`src/rtl/wb_write_arbiter.sv`:
```
// Register-file write-port arbiter: pipeline writeback (A) has priority, and
// secondary writebacks (B) queue in a 4-entry FIFO that drains on A-idle cycles.
module wb_write_arbiter #(
  parameter int STARVE_LIMIT = 4
) (
  input  logic        Clk,
  input  logic        Reset,
  input  logic        ValidA,
  input  logic [4:0]  DstA,
  input  logic [31:0] DataA,
  input  logic        ReqB,
  input  logic [4:0]  DstB,
  input  logic [31:0] DataB,
  output logic        oReadyB,
  output logic        oStallA,
  output logic        oRegWrite,
  output logic [4:0]  oWriteReg,
  output logic [31:0] oWriteData,
  output logic        oSrcB,
  output logic [2:0]  oPendingB
);

  localparam logic [3:0] LP_LIMIT = 4'(STARVE_LIMIT);

  logic [3:0]        r_valid;
  logic [3:0][4:0]   r_dst;
  logic [3:0][31:0]  r_data;
  logic [1:0]        r_head;
  logic [1:0]        r_tail;
  logic [2:0]        r_count;
  logic [3:0]        r_starve;

  logic              r_reg_write;
  logic [4:0]        r_write_reg;
  logic [31:0]       r_write_data;
  logic              r_src_b;

  logic              w_a_issue;
  logic              w_empty;
  logic              w_full;
  logic              w_ready;
  logic              w_push;
  logic              w_pop;
  logic              w_head_live;
  logic [2:0]        w_count_nxt;
  logic [3:0]        w_starve_nxt;

  // Issue decisions for this cycle; register 0 is never a real write target.
  always_comb begin
    w_a_issue   = ValidA && (DstA != 5'd0);
    w_empty     = (r_count == 3'd0);
    w_full      = (r_count == 3'd4);
    w_ready     = !w_full && !Reset;
    w_push      = ReqB && w_ready && (DstB != 5'd0);
    w_pop       = !w_empty && !w_a_issue;
    w_head_live = r_valid[r_head];
  end

  // Next occupancy and starvation count.
  always_comb begin
    w_count_nxt  = r_count;
    w_starve_nxt = r_starve;
    case ({w_push, w_pop})
      2'b10:   w_count_nxt = r_count + 3'd1;
      2'b01:   w_count_nxt = r_count - 3'd1;
      default: w_count_nxt = r_count;
    endcase
    if (w_empty || w_pop) begin
      w_starve_nxt = 4'd0;
    end else if (w_a_issue && (r_starve != LP_LIMIT)) begin
      w_starve_nxt = r_starve + 4'd1;
    end else begin
      w_starve_nxt = r_starve;
    end
  end

  // FIFO storage; kills apply to older entries, then the same-cycle push lands live.
  always_ff @(posedge Clk) begin
    if (Reset) begin
      r_valid <= 4'b0000;
      r_dst   <= '0;
      r_data  <= '0;
      r_head  <= 2'd0;
      r_tail  <= 2'd0;
      r_count <= 3'd0;
    end else begin
      for (int i = 0; i < 4; i++) begin
        if (w_a_issue && (r_dst[i] == DstA)) begin
          r_valid[i] <= 1'b0;
        end
      end
      if (w_push) begin
        r_valid[r_tail] <= 1'b1;
        r_dst[r_tail]   <= DstB;
        r_data[r_tail]  <= DataB;
        r_tail          <= r_tail + 2'd1;
      end
      if (w_pop) begin
        r_head <= r_head + 2'd1;
      end
      r_count <= w_count_nxt;
    end
  end

  // Starvation counter that forces a one-cycle A stall.
  always_ff @(posedge Clk) begin
    if (Reset) begin
      r_starve <= 4'd0;
    end else begin
      r_starve <= w_starve_nxt;
    end
  end

  // Registered write port; a killed head entry consumes the cycle without writing.
  always_ff @(posedge Clk) begin
    if (Reset) begin
      r_reg_write  <= 1'b0;
      r_write_reg  <= 5'd0;
      r_write_data <= 32'd0;
      r_src_b      <= 1'b0;
    end else if (w_a_issue) begin
      r_reg_write  <= 1'b1;
      r_write_reg  <= DstA;
      r_write_data <= DataA;
      r_src_b      <= 1'b0;
    end else if (w_pop && w_head_live) begin
      r_reg_write  <= 1'b1;
      r_write_reg  <= r_dst[r_head];
      r_write_data <= r_data[r_head];
      r_src_b      <= 1'b1;
    end else begin
      r_reg_write  <= 1'b0;
      r_write_reg  <= 5'd0;
      r_write_data <= 32'd0;
      r_src_b      <= 1'b0;
    end
  end

  assign oReadyB    = w_ready;
  assign oStallA    = (r_starve == LP_LIMIT);
  assign oRegWrite  = r_reg_write;
  assign oWriteReg  = r_write_reg;
  assign oWriteData = r_write_data;
  assign oSrcB      = r_src_b;
  assign oPendingB  = r_count;

endmodule

```
`config.mk`:
```
export PLATFORM = sky130hd
export DESIGN_NAME = wb_write_arbiter
export DESIGN_NICKNAME = d
export VERILOG_FILES = /design/src/rtl/wb_write_arbiter.sv
export SDC_FILE = /design/constraint.sdc
export NUM_CORES = 1
export LEC_CHECK = 0
export ABC_CLOCK_PERIOD_IN_PS = 3200
export BUFFER_PORTS_ARGS = -buffer_cell sky130_fd_sc_hd__buf_2
export CORE_MARGIN = 2
export CORE_UTILIZATION = 57
export DETAILED_ROUTE_END_ITERATION = 6
export GPL_TIMING_DRIVEN = 0
export HOLD_SLACK_MARGIN = 0.1
export PLACE_DENSITY_LB_ADDON = 0.1
export RECOVER_POWER = 100
export SYNTH_ARGS = -nofsm -noshare
export SYNTH_HDL_FRONTEND = slang
export SYNTH_SLANG_ARGS = --single-unit
```
`constraint.sdc`:
```
create_clock -name Clk -period 3.2 [get_ports Clk]
set_input_delay 0 -clock Clk [delete_from_list [all_inputs] [get_ports Clk]]
set_output_delay 0 -clock Clk [all_outputs]
set_load 0.005 [all_outputs]
```
Word level (Yosys, flattened, before mapping):

Index checks and enable logic that the tools add are counted.

* flip-flop bits (word level): 202
* input port bits: 78
* output and inout port bits: 44
* logic and storage cells: 88

* add/sub/neg operators: 5
* magnitude comparators: 3
* equal/unequal tests: 9
* multiplexer cells: 30
* bitwise operators: 1
* reductions and logical operators: 23

Operators by type and width (number)
* bitwise mux 128 bit: 1
* two-way mux 32 bit: 4
* binary-select mux 32 bit (select 2 bit): 1
* demux 32 bit (select 2 bit): 1
* bitwise mux 20 bit: 1
* == test 5 bit: 4
* two-way mux 5 bit: 4
* logical AND 1 bit: 12
* two-way mux 1 bit: 12
* binary-select mux 5 bit (select 2 bit): 1
* demux 5 bit (select 2 bit): 1
* nonzero test 5 bit: 2
* less-than comparator 2 x 3 -> 1 bit (second input constant): 2
* case mux 3 bit (2 select lines): 1
* adder 2 x 1 -> 2 bit (second input constant): 2
* adder 4 x 1 -> 4 bit (second input constant): 1
* == test 4 x 3 -> 1 bit (second input constant): 1
* logical NOT 1 bit: 4
* two-way mux 4 bit: 1
* inequality test 4 x 3 -> 1 bit (second input constant): 1
* OR 4 bit: 1
* OR reduction 2 bit: 2
* adder 3 x 1 -> 3 bit (second input constant): 1
* == test 3 bit (second input constant): 1
* 9 further kinds: 9

Longest topological paths before layout:

Gate-level depths: netlist of run 1.

* depth after elaboration: 7
* mapped depth: 12
* mapped depth without buffers: 9

Least setup slack after synthesis of run 1:

Ideal clock, no wire load.

* kind: register to register
* start: reg r_count[2], in the netlist oPendingB[2]
* end: reg r_count[2], in the netlist oPendingB[2]
* setup time: 0.070 ns
* arrival time: 2.503 ns
* required time: 3.130 ns
* slack: 0.626 ns
* cell stages (with the launch flop): 12
* path buffers: 2
* clock period less this slack: 2.574 ns
* cells stage by stage: dfxtp_1 -> or3b_2 -> o2111a_1 -> inv_2 -> buf_6 -> buf_6 -> ha_1 -> inv_1 -> fa_1 -> xor2_1 -> or3_1 -> a21oi_1

* word-level cells in the longest chain between the ends: 7
* elaborated cells between the ends (all ways): 14
* those cells by class: add/sub (2); eq/ne (3); mux (1); reduce/logical (8)

Ends and longest elaborated chain
* from (decl): line 30 `logic [2:0] r_count;`
* from (signal assigned): line 101 `r_count <= w_count_nxt;`
* == test 3 bit: line 52 `w_full = (r_count == 3'd4);`
* logical NOT 1 bit: line 53 `w_ready = !w_full && !Reset;`
* logical AND 1 bit: line 53
* logical AND 1 bit (2 in a row): line 54 `w_push = ReqB && w_ready && (DstB != 5'd0);`
* == test 2 x 1 -> 1 bit or == test 2 bit (tied branches): line 63 `case ({w_push, w_pop})`
* case mux 3 bit (2 select lines) or nonzero test 2 bit (tied branches)

Several ways; a longest one is shown, not always the timed one.
A chain may end at the register's enable or synchronous reset.

Final worst setup path of run 1:

* start: in DstB[0]
* end: reg r_count[2], in the netlist oPendingB[2]

* word-level cells in the longest chain between the ends: 4
* elaborated cells between the ends (all ways): 6
* those cells by class: eq/ne (2); mux (1); reduce/logical (3)

Ends and longest elaborated chain
* from (decl): line 12 `input logic [4:0] DstB,`
* nonzero test 5 bit *: line 54
* logical AND 1 bit *: line 54
* == test 2 x 1 -> 1 bit or == test 2 bit (tied branches): line 63
* case mux 3 bit (2 select lines) or nonzero test 2 bit (tied branches)

Mark *: on every way between the ends. The rest lies on a longest branch, timed or not.

==> metrics.md, run 1 <==
| Metric | Value |
|---|---|
| Sequential share of power | `44.4%` |
| Final cycle utilization of the critical path | `92.8%` |
| Sum of negative setup slack | `0 ps` |
| Core ar. | `15000 µm²` |
| Initial standard-cell utilization of the core | `57.5%` |
| Post-route core utilization | `72.3%` |
| Worst rel slew slack | `40.8%` |
| Worst-margin pin slew | `880 ps` |
| Total Die Area | `16200 µm²` |
| Sum of overflow across all layers after global routing | `0` |
| Via count | `8342` |
| Fraction of power spent switching nets | `26.6%` |
| Top library cells by usage in the layout, fill and taps aside | `sky130_fd_sc_hd__dfxtp_1 (202), sky130_fd_sc_hd__a21oi_1 (158), sky130_fd_sc_hd__nand3_1 (153), sky130_fd_sc_hd__buf_2 (111), sky130_fd_sc_hd__o21ai_1 (98)` |
| Clock insertion delay at the later pin of the skew report | `510 ps` |
| Post-layout nets | `1228` |
| Summed instance area of the synthesized netlist | `8640 µm²` |
| Unrepaired setup endpoints after global routing | `no` |
| Mapped Nets | `1013` |
| Row count | `45` |
| Largest driver fanout on the critical path | `10` |
| Die extent in y | `127 µm` |
| Clock slew at reported path FFs | `60 ps` |
| DR DRC count | `0` |
| Final weighted congestion in routability-driven placement | `0.884` |
| Root cell of the clock tree | `sky130_fd_sc_hd__clkbuf_16` |
| Number of buffers created by CTS | `22` |
| Avg Synthesized Cell Area | `9.32 µm²` |
| TritonCTS clock tree | `done` |
| Final critical-path required period | `2970 ps` |
| Layout filler cell count | `1184` |
| Largest vdd supply drop | `0.000523 V` |
| FF/Latch Area | `4040 µm²` |
| Average wire per cell in the routed design | `20.4 µm` |
| Die width | `127 µm` |
| Total setup violations reported at the end of the flow | `0` |
| Part of the power in the clock network | `41.0%` |
| Ordered list of cells on the worst path | `dlygate4sd3_1 > buf_2 > or4_1 > o2111a_1 > inv_1 > buf_6 > buf_6 > ha_1 > inv_1 > fa_1 > xor2_1 > or3_1 > a21oi_1` |
| Hold violation total from the final report | `0` |
| Maximum number of pins on one net before global-route repair | `13` |
| Detail-routed via count per cell | `6.21` |
| Number of antenna-violating nets in the routed design | `0` |
| Fraction of the yosys area taken by sequential cells | `46.8%` |
| Antenna violations before repair | `0` |
| Number of DRC markers after the initial detailed-route iteration | `874` |
| Result of the run | `finished, final reports clean` |
| Max stage delay on crit path | `580 ps` |
| Number of instances in the synthesized netlist | `927` |
| Critical path start-end classification | `in -> reg` |
| Top Ports | `122` |
| Synth Warn # | `0` |
| Arrival time of data at the critical path endpoint | `3400 ps` |
| Required time at the endpoint of the critical path | `3630 ps` |
| Detailed placement HPWL | `17800 µm` |
| Total global-route track usage | `33.9%` |
| Maximum clock path buffer count | `3` |
| Clock tree sinks | `202` |
| Proportion of layout cells with a drive suffix above 1 | `16.7%` |
| Logic pwr share | `14.6%` |
| Count of buffers added by post-CTS timing repair for setup | `0` |
| Switching power | `1.59 mW` |
| #FFs+latches synth | `202` |
| Initial DRT Pass Iterations | `7` |
| Number of pins with negative max-slew slack in the final report | `0` |
| Leading cell type in the layout, fill and taps excluded | `sky130_fd_sc_hd__dfxtp_1` |
| Maximum clock skew at final layout | `19.0 ps` |
| Signed area change from the synthesized netlist to the final layout | `25.8%` |
| Total internal power | `4.37 mW` |
| Critical Path Sink Type | `flop` |
| Vias in the first global route | `8053` |
| Standard cell with the maximum stage delay on the critical path | `sky130_fd_sc_hd__or4_1` |
| Max-cap violations | `0` |
| Kind of start point of the critical path | `input port` |
| Max H-tree Level | `1` |
| Hold Crit Class | `in -> reg` |
| Global-route wire length before repair | `43600 µm` |
| Number of distinct library cell variants in the gate-level netlist after synthesis | `33` |
| Cell Pwr Density | `548 nW/µm²` |
| Multi-input gate area | `4060 µm²` |
| Count of buffers inserted at the top-level ports | `115` |
| Highest attainable clock frequency | `337 MHz` |
| Inserted Diodes | `0` |
| Leak pwr | `3.85 nW` |
| Final Routed Wirelength | `27300 µm` |
## final timing paths
kind / startpoint / end / depth (start not counted) / slack, ps
max: DstB[0] / oPendingB[2] / 13 / 230
min: Reset / oWriteReg[2] / 3 / 200
max reg2reg: oPendingB[2] / oPendingB[2] / 11 / 240
min reg2reg: r_data[44] / r_data[44] / 2 / 470
## critical path, delay by kind of cell
family	cells	cell delay [ps]
buffers and inverters	6	1320
and+or+nand+nor	2	880
adders and majority gates	2	560
AOI/OAI and AO/OA	2	470
xor gates and xnor gates	1	160
## cell usage after synthesis, drive strengths merged
library cell | number | area [µm²]
o2111a | 1 | 11.3
buf | 44 | 274
nand2 | 8 | 30.0
nand4 | 3 | 18.8
o41ai | 4 | 35.0
a21oi | 158 | 791
and3 | 1 | 6.26
dfxtp | 202 | 4040
nand3b | 1 | 7.51
or3 | 3 | 18.8
xnor2 | 14 | 123
nand3 | 153 | 766
o21ai | 150 | 751
inv | 14 | 52.6
xor2 | 12 | 105
clkbuf | 56 | 210
and2 | 1 | 6.26
o31a | 1 | 8.76
or3b | 1 | 8.76
or4 | 1 | 7.51
nor3 | 1 | 5.00
ha | 7 | 87.6
mux4 | 38 | 856
o31ai | 3 | 22.5
nor2 | 11 | 41.3
o311a | 1 | 10.0
a32o | 2 | 20.0
fa | 1 | 20.0
a22o | 35 | 307
## timing repair
action	CTS	global route
hold endpoints to repair	191	0
resized for setup	0	0
hold buffers	76	0
## per-stage QoR
step / setup WS (ps) / total power, mW / cell area [µm²] / hold slack [ps] / std cells
2_1_floorplan: 626 / 3.18 / 8640 / 133 / 927
3_3_place_gp: 374 / 3.47 / 9450 / 215 / 1230
3_5_place_dp: 345 / 3.48 / 9450 / 220 / 1230
4_1_cts: 314 / 5.94 / 10900 / 160 / 1343
5_1_grt: 112 / 6.15 / 10900 / 207 / 1343
6_report: 229 / 5.96 / 10900 / 205 / 1343
## cells by family after synthesis
kind of cell,share of synthesized area (%)
xor+xnor,2.63
fa+ha+maj,1.24
mux,9.90
flops,46.8
compound gates,22.6
simple gates,10.6
buf+inv,6.21
## power by group through the flow
stage,combinational [mW],clock (mW),sequential [mW]
final,0.869,2.44,2.65
after global routing,0.936,2.55,2.66
after CTS,0.853,2.45,2.65
after detailed placement,0.777,0,2.70
after global placement,0.773,0,2.70
after floorplan,0.486,0,2.69
## routing by layer
| metal | share of wire [%] | up-vias | global-route usage, % |
|---|---|---|---|
| met2 | 47 | 475 | 55.1 |
| met3 | 9.0 | 63 | 5.78 |
| met5 | 0 | - | 0 |
| met4 | 2.3 | 0 | 9.63 |
| li1 | - | 3831 | - |
| met1 | 42 | 3973 | 47.2 |
## flip-flops by register name, summed over array words and instances, names as in the netlist
signal	count
oPendingB	3
oWriteReg	5
r_tail	2
r_data	128
oWriteData	32
oRegWrite	1
r_starve	4
r_head	2
r_dst	20
oSrcB	1
r_valid	4
## cell type report
cell class / instances / share of cell area, %
multi-input cells: 611 / 37.4
clock buffers: 34 / 6.22
clock inverters: 3 / 0.138
repair buffers: 191 / 12.1
plain buffers: 100 / 4.35
well taps: 188 / 2.16
flip-flops and latches: 202 / 37.2
inverters: 14 / 0.483
(Power assumes the default switching activity.)
==> run 2: changes to the inputs <==
--- a/config.mk
+++ b/config.mk
@@ -5,14 +5,14 @@
 export SDC_FILE = /design/constraint.sdc
 export NUM_CORES = 1
 export LEC_CHECK = 0
-export ABC_CLOCK_PERIOD_IN_PS = 3200
+export ABC_CLOCK_PERIOD_IN_PS = 3300
 export BUFFER_PORTS_ARGS = -buffer_cell sky130_fd_sc_hd__buf_2
 export CORE_MARGIN = 2
 export CORE_UTILIZATION = 57
 export DETAILED_ROUTE_END_ITERATION = 6
 export GPL_TIMING_DRIVEN = 0
 export HOLD_SLACK_MARGIN = 0.1
-export PLACE_DENSITY_LB_ADDON = 0.1
+export PLACE_DENSITY = 0.83
 export RECOVER_POWER = 100
 export SYNTH_ARGS = -nofsm -noshare
 export SYNTH_HDL_FRONTEND = slang
==> constraint.sdc (replaced) <==
create_clock -name Clk -period 3.3 [get_ports Clk]
set_input_delay 0 -clock Clk [delete_from_list [all_inputs] [get_ports Clk]]
set_output_delay 0 -clock Clk [all_outputs]
set_load 0.005 [all_outputs]
==> metrics.md, run 2 (synthesis gave the netlist of run 1 again) <==
| Metric | Value |
|---|---|
| Result of the run | `finished, final reports clean` |
| Post-cts resize count | `0 (unchanged)` |
| Arrival time of data at the critical path endpoint | `3490 ps (+90 ps)` |
| Switching power | `1.55 mW (-2.5%)` |
| Vias in the first global route | `8412 (+4.5%)` |
| Initial DRT Pass Iterations | `6 (-1)` |
| Final Routed Wirelength | `28500 µm (+4.3%)` |
| Final cycle utilization of the critical path | `93.0%` |
| Cell Pwr Density | `545 nW/µm² (-0.51%)` |
| Maximum clock skew at final layout | `10.3 ps (-8.74 ps)` |
| Initial standard-cell utilization of the core | `57.5% (unchanged)` |
| Via count | `8704 (+4.3%)` |
| Count of buffers added by post-CTS timing repair for setup | `0 (unchanged)` |
| Total Die Area | `16200 µm² (unchanged)` |
| Die width | `127 µm (unchanged)` |
| Highest attainable clock frequency | `326 MHz` |
| DR DRC count | `0 (unchanged)` |
| TritonCTS clock tree | `done` |
| Logic pwr share | `14.5% (about the same)` |
| Top Ports | `122 (unchanged)` |
| Largest driver fanout on the critical path | `10 (unchanged)` |
| Hold violation total from the final report | `0 (unchanged)` |
| Number of DRC markers after the initial detailed-route iteration | `1278 (+46%)` |
| Antenna violations before repair | `0 (unchanged)` |
| Clock tree sinks | `202 (unchanged)` |
| Kind of start point of the critical path | `flop` |
| Number of cell instances on the worst register-to-register path | `11 (unchanged)` |
| Critical path start-end classification | `reg -> reg` |
| Unrepaired setup endpoints after global routing | `no` |
| Proportion of layout cells with a drive suffix above 1 | `16.4% (-0.30 points)` |
| Hold Crit Class | `in -> reg` |
| Sum of overflow across all layers after global routing | `0 (unchanged)` |
| Flip-flop count of the largest register after layout | `128 (unchanged)` |
| Leak pwr | `3.84 nW (-0.24%)` |
| Largest vdd supply drop | `0.000372 V (-29%)` |
| Number of antenna-violating nets in the routed design | `0 (unchanged)` |
| Critical Path Sink Type | `flop` |
| Max H-tree Level | `1 (unchanged)` |
| Inserted Diodes | `0 (unchanged)` |
| Clock slew at reported path FFs | `60 ps (about the same)` |
| Number of buffers created by CTS | `21 (-4.5%)` |
| Top library cells by usage in the layout, fill and taps aside | `sky130_fd_sc_hd__dfxtp_1 (202), sky130_fd_sc_hd__a21oi_1 (158), sky130_fd_sc_hd__nand3_1 (153), sky130_fd_sc_hd__buf_2 (106), sky130_fd_sc_hd__o21ai_1 (98)` |
| Root cell of the clock tree | `sky130_fd_sc_hd__clkbuf_16` |
| Average wire per cell in the routed design | `21.3 µm (+4.5%)` |
| Signed area change from the synthesized netlist to the final layout | `26.1%` |
| Die extent in y | `127 µm (unchanged)` |
| Sequential share of power | `43.3% (-1.1 points)` |
| Final critical-path required period | `3070 ps` |
| Detail-routed via count per cell | `6.50 (+4.6%)` |
| Number of buffers inserted by hold repair at cts | `75 (-1.3%)` |
| Count of buffers inserted at the top-level ports | `115 (unchanged)` |
| Part of the power in the clock network | `42.2% (+1.2 points)` |
| Global-route wire length before repair | `44000 µm (+1.0%)` |
| Layout filler cell count | `1089 (-8.0%)` |
| Core ar. | `15000 µm² (unchanged)` |
| Post-layout nets | `1226 (-0.16%)` |
| Required time at the endpoint of the critical path | `3720 ps (+90 ps)` |
| Total setup violations reported at the end of the flow | `0 (unchanged)` |
| Worst Hold Path Cells | `4 (+1)` |
| Maximum number of pins on one net before global-route repair | `15 (+2)` |
| Total global-route track usage | `34.2% (+0.29 points)` |
| Maximum clock path buffer count | `3 (unchanged)` |
| Clock insertion delay at the later pin of the skew report | `500 ps (about the same)` |
| Max-cap violations | `0 (unchanged)` |
| Final worst hold slack | `211 ps (+6.75 ps)` |
| Detailed placement HPWL | `17800 µm (-0.19%)` |
| Leading cell type in the layout, fill and taps excluded | `sky130_fd_sc_hd__dfxtp_1` |
| Final weighted congestion in routability-driven placement | `0.904 (+2.3%)` |
| Reg with most FFs | `r_data` |
| Fraction of power spent switching nets | `26.0% (-0.58 points)` |
| Worst-margin pin slew | `1010 ps (+128 ps)` |
| Total internal power | `4.39 mW (+0.46%)` |
| Number of pins with negative max-slew slack in the final report | `0 (unchanged)` |
| Row count | `45 (unchanged)` |
| Worst rel slew slack | `32.2% (-8.6 points)` |
| Sum of negative setup slack | `0 ps (unchanged)` |
==> run 2: per-layer routing <==
metal  vias to the layer above  part of all wire [%]  track usage, %
met5                         -                     0               0
met4                         0                   5.0            16.9
met3                       132                    11            5.40
met2                       680                    46            56.1
met1                      4058                    37            44.4
li1                       3834                     -               -
==> run 2: final cells by class <==
type / instances / area, µm² / area share [%]
multi-input cells: 611 / 4060 / 37.3
clock inverters: 4 / 95.1 / 0.873
flip-flops and latches: 202 / 4040 / 37.1
repair buffers: 190 / 1300 / 11.9
plain buffers: 100 / 472 / 4.33
clock buffers: 31 / 633 / 5.81
inverters: 14 / 52.6 / 0.482
well taps: 188 / 235 / 2.16
==> run 2: worst max-delay path, cell delays in order (launching register included) <==
cell and delay [ps]:
sky130_fd_sc_hd__dfxtp_1 380, sky130_fd_sc_hd__or3b_2 510, sky130_fd_sc_hd__o2111a_1 230, sky130_fd_sc_hd__inv_2 140, sky130_fd_sc_hd__buf_6 200, sky130_fd_sc_hd__buf_6 180, sky130_fd_sc_hd__ha_1 200, sky130_fd_sc_hd__inv_1 80
sky130_fd_sc_hd__fa_1 410, sky130_fd_sc_hd__xor2_1 180, sky130_fd_sc_hd__or3_1 310, sky130_fd_sc_hd__a21oi_1 150
==> run 2: final timing paths <==
kind	startpoint	endpoint	slack [ps]
min	DstA[2]	r_valid[1]	210
max	oPendingB[2]	oPendingB[2]	230
min reg2reg	r_data[124]	r_data[124]	480
max reg2reg	oPendingB[2]	oPendingB[2]	230
==> run 2: metrics by stage <==
stage / std cells / worst slack, ps / util (%) / total power, mW / instance area (µm²)
after global placement: 1230 / 494 / 62.9 / 3.35 / 9450
after floorplan: 927 / 726 / - / 3.08 / 8640
after CTS: 1340 / 377 / 72.7 / 5.89 / 10900
final: 1340 / 230 / 72.5 / 5.94 / 10900
after global routing: 1340 / 140 / 72.5 / 6.08 / 10900
after detailed placement: 1230 / 406 / 62.9 / 3.37 / 9450
==> run 2: power groups by stage <==
stage	combinational, mW	sequential (mW)	clock, mW
3_5_place_dp	0.751	2.62	0
2_1_floorplan	0.471	2.61	0
3_3_place_gp	0.733	2.62	0
4_1_cts	0.825	2.56	2.50
5_1_grt	0.905	2.58	2.60
6_report	0.861	2.57	2.51
==> run 3: changes to the inputs <==
--- a/config.mk
+++ b/config.mk
@@ -7,6 +7,7 @@
 export LEC_CHECK = 0
 export ABC_CLOCK_PERIOD_IN_PS = 3300
 export BUFFER_PORTS_ARGS = -buffer_cell sky130_fd_sc_hd__buf_2
+export CORE_ASPECT_RATIO = 1.4
 export CORE_MARGIN = 2
 export CORE_UTILIZATION = 57
 export DETAILED_ROUTE_END_ITERATION = 6
==> metrics.md, run 3 (synthesis gave the netlist of run 1 again) <==
| Metric | Value |
|---|---|
| Count of buffers added by post-CTS timing repair for setup | `0 (unchanged)` |
| Worst-margin pin slew | `973 ps (-34.3 ps)` |
| Unrepaired setup endpoints after global routing | `no` |
| Highest attainable clock frequency | `332 MHz (+1.9%)` |
| Sum of negative setup slack | `0 ps (unchanged)` |
| Post-cts resize count | `0 (unchanged)` |
| Final Routed Wirelength | `28500 µm (about the same)` |
| Final cycle utilization of the critical path | `91.3% (-1.8 points)` |
| Row count | `53 (+18%)` |
| Critical path start-end classification | `in -> reg` |
| Count of buffer and inverter cells on the critical path | `6 (+2)` |
| Leak pwr | `3.79 nW (-1.3%)` |
| Global-route wire length before repair | `44400 µm (+0.85%)` |
| Worst Hold Path Cells | `3 (-1)` |
| Maximum clock skew at final layout | `9.91 ps (-0.378 ps)` |
| Maximum number of pins on one net before global-route repair | `15 (unchanged)` |
| Capture instance of the worst register-to-register path | `oPendingB[2]` |
| Inserted Diodes | `0 (unchanged)` |
| Max H-tree Level | `1 (unchanged)` |
| Largest driver fanout on the critical path | `10 (unchanged)` |
| Stages on worst setup path | `13 (+2)` |
| Initial standard-cell utilization of the core | `57.9% (+0.43 points)` |
| Detailed route wirelength on metal2 | `14500 µm (+9.3%)` |
| Signed area change from the synthesized netlist to the final layout | `25.4%` |
| Arrival time of data at the critical path endpoint | `3440 ps (-50 ps)` |
| Cell Pwr Density | `531 nW/µm² (-2.5%)` |
| Crit Reg-Reg Startpoint | `oPendingB[2]` |
| Capturing instance or port of the critical path | `oPendingB[2]` |
| Leading cell type in the layout, fill and taps excluded | `sky130_fd_sc_hd__dfxtp_1` |
| Met1 wire length | `9920 µm (-7.1%)` |
| Kind of start point of the critical path | `input port` |
| Clock tree sinks | `202 (unchanged)` |
| Total global-route track usage | `35.1% (+0.89 points)` |
| Ordered list of cells on the worst path | `dlygate4sd3_1 > clkbuf_1 > or4_1 > o2111a_1 > inv_1 > buf_6 > buf_6 > ha_1 > inv_1 > fa_1 > xor2_1 > or3_1 > a21oi_1` |
| Number of antenna-violating nets in the routed design | `0 (unchanged)` |
| Switching power | `1.55 mW (about the same)` |
| Die width | `108 µm (-15%)` |
| Number of pins with negative max-slew slack in the final report | `0 (unchanged)` |
| Top Ports | `122 (unchanged)` |
| Average wire per cell in the routed design | `21.2 µm (-0.30%)` |
| Required time at the endpoint of the critical path | `3730 ps (about the same)` |
| Critical Path Sink Type | `flop` |
| Root cell of the clock tree | `sky130_fd_sc_hd__clkbuf_16` |
| Clock slew at reported path FFs | `60 ps (about the same)` |
| Detailed placement HPWL | `18200 µm (+2.6%)` |
| Count of buffers inserted at the top-level ports | `115 (unchanged)` |
| Proportion of layout cells with a drive suffix above 1 | `15.7% (-0.71 points)` |
| Clock insertion delay at the later pin of the skew report | `500 ps (about the same)` |
| Logic pwr share | `14.7% (+0.2 points)` |
| Reg with most FFs | `r_data` |
| Sum of overflow across all layers after global routing | `0 (unchanged)` |
| Post-route core utilization | `72.6% (+0.15 points)` |
| Reg2Reg Setup Slack | `390 ps (+160 ps)` |
| Total Die Area | `16200 µm² (about the same)` |
| Number of cell instances on the worst register-to-register path | `11 (unchanged)` |
| TritonCTS clock tree | `done` |
| Initial DRT Pass Iterations | `7 (+1)` |
| Maximum clock path buffer count | `3 (unchanged)` |
| Met3 Wirelength | `2720 µm (-15%)` |
| Hold Crit Class | `in -> reg` |
| Layout filler cell count | `1133 (+4.0%)` |
| Hold violation total from the final report | `0 (unchanged)` |
| Result of the run | `finished, final reports clean` |
| Max-cap violations | `0 (unchanged)` |
| Top library cells by usage in the layout, fill and taps aside | `sky130_fd_sc_hd__dfxtp_1 (202), sky130_fd_sc_hd__a21oi_1 (158), sky130_fd_sc_hd__nand3_1 (153), sky130_fd_sc_hd__o21ai_1 (98), sky130_fd_sc_hd__buf_2 (97)` |
| Post-layout nets | `1225 (-0.082%)` |
| Number of buffers inserted by hold repair at cts | `75 (unchanged)` |
| Max stage delay on crit path | `630 ps (+120 ps)` |
| Detail-routed via count per cell | `6.42 (-1.1%)` |
| Top routing layer in use | `met4` |
| Final critical-path required period | `3010 ps (-58.5 ps)` |
| Largest vdd supply drop | `0.000467 V (+26%)` |
| DR DRC count | `0 (unchanged)` |
| Number of DRC markers after the initial detailed-route iteration | `986 (-23%)` |
| Core ar. | `14900 µm² (-0.75%)` |
| Antenna violations before repair | `0 (unchanged)` |
| Fraction of power spent switching nets | `26.9% (+0.82 points)` |
| Standard cell with the maximum stage delay on the critical path | `sky130_fd_sc_hd__or4_1` |
| Total setup violations reported at the end of the flow | `0 (unchanged)` |
| Cell type group with the largest total delay on the critical path | `buffers and inverters` |
| Vias in the first global route | `8896 (+5.8%)` |
| Die extent in y | `150 µm (+18%)` |
| Part of the power in the clock network | `40.7% (-1.5 points)` |
| Number of buffers created by CTS | `20 (-4.8%)` |
| Startpoint of the most critical setup path | `DstB[0]` |
| Final weighted congestion in routability-driven placement | `0.891 (-1.5%)` |
| Flip-flop count of the largest register after layout | `128 (unchanged)` |
| Sequential share of power | `44.6% (+1.3 points)` |
| Worst rel slew slack | `35.1% (+2.9 points)` |
| Via count | `8641 (-0.72%)` |
| Total internal power | `4.21 mW (-4.1%)` |
run 3: cell types whose count changed in the layout (fill, tap and decap cells not counted), sizes merged:
cell | before | now
bufinv | 3 | 1
buf | 129 | 121
clkbuf | 117 | 123
clkinv | 1 | 6
run 3: worst min-delay path by stage:
| stage | start | end |
|---|---|---|
| floorplan | DataA[0] | oWriteData[0] |
| global placement | DataA[15] | oWriteData[15] |
| detailed placement | DataA[1] | oWriteData[1] |
| CTS | Reset | oWriteReg[3] |
| global route | Reset | oWriteReg[3] |
| finish | Reset | oWriteReg[3] |
run 3: per-stage QoR:
step / worst slack (ps) / std cells / power (mW) / area, µm² / hold WS (ps)
3_3_place_gp: 495 / 1234 / 3.35 / 9460 / 217
6_report: 288 / 1345 / 5.76 / 10800 / 179
5_1_grt: 156 / 1345 / 5.90 / 10800 / 209
3_5_place_dp: 441 / 1234 / 3.37 / 9460 / 218
2_1_floorplan: 726 / 927 / 3.08 / 8640 / 133
4_1_cts: 399 / 1345 / 5.71 / 10900 / 156
run 3: final cells by class:
cell class / instances / area, µm² / share of cell area, %
Sequential cell: 202 / 4040 / 37.3
Inverter: 14 / 52.6 / 0.485
Timing Repair Buffer: 190 / 1290 / 11.9
Tap cell: 192 / 240 / 2.22
Buffer: 100 / 473 / 4.36
Clock buffer: 29 / 616 / 5.68
Multi-Input combinational cell: 611 / 4060 / 37.5
Clock inverter: 7 / 60.1 / 0.554
run 3: layer usage:
layer,vias up,track usage (%)
li1,3826,-
met1,4061,39.6
met2,616,62.1
met3,138,5.10
met4,0,20.8
met5,-,0
run 3: worst min-delay path, stage by stage:
cell and delay (ps):
sky130_fd_sc_hd__clkbuf_1 210, sky130_fd_sc_hd__inv_1 220, sky130_fd_sc_hd__a32o_1 200
run 3: power by group through the flow:
stage	registers, mW	logic (mW)	clock network, mW
final	2.57	0.845	2.34
after global routing	2.57	0.899	2.42
after CTS	2.57	0.824	2.32
after detailed placement	2.62	0.747	0
after global placement	2.62	0.732	0
after floorplan	2.61	0.471	0
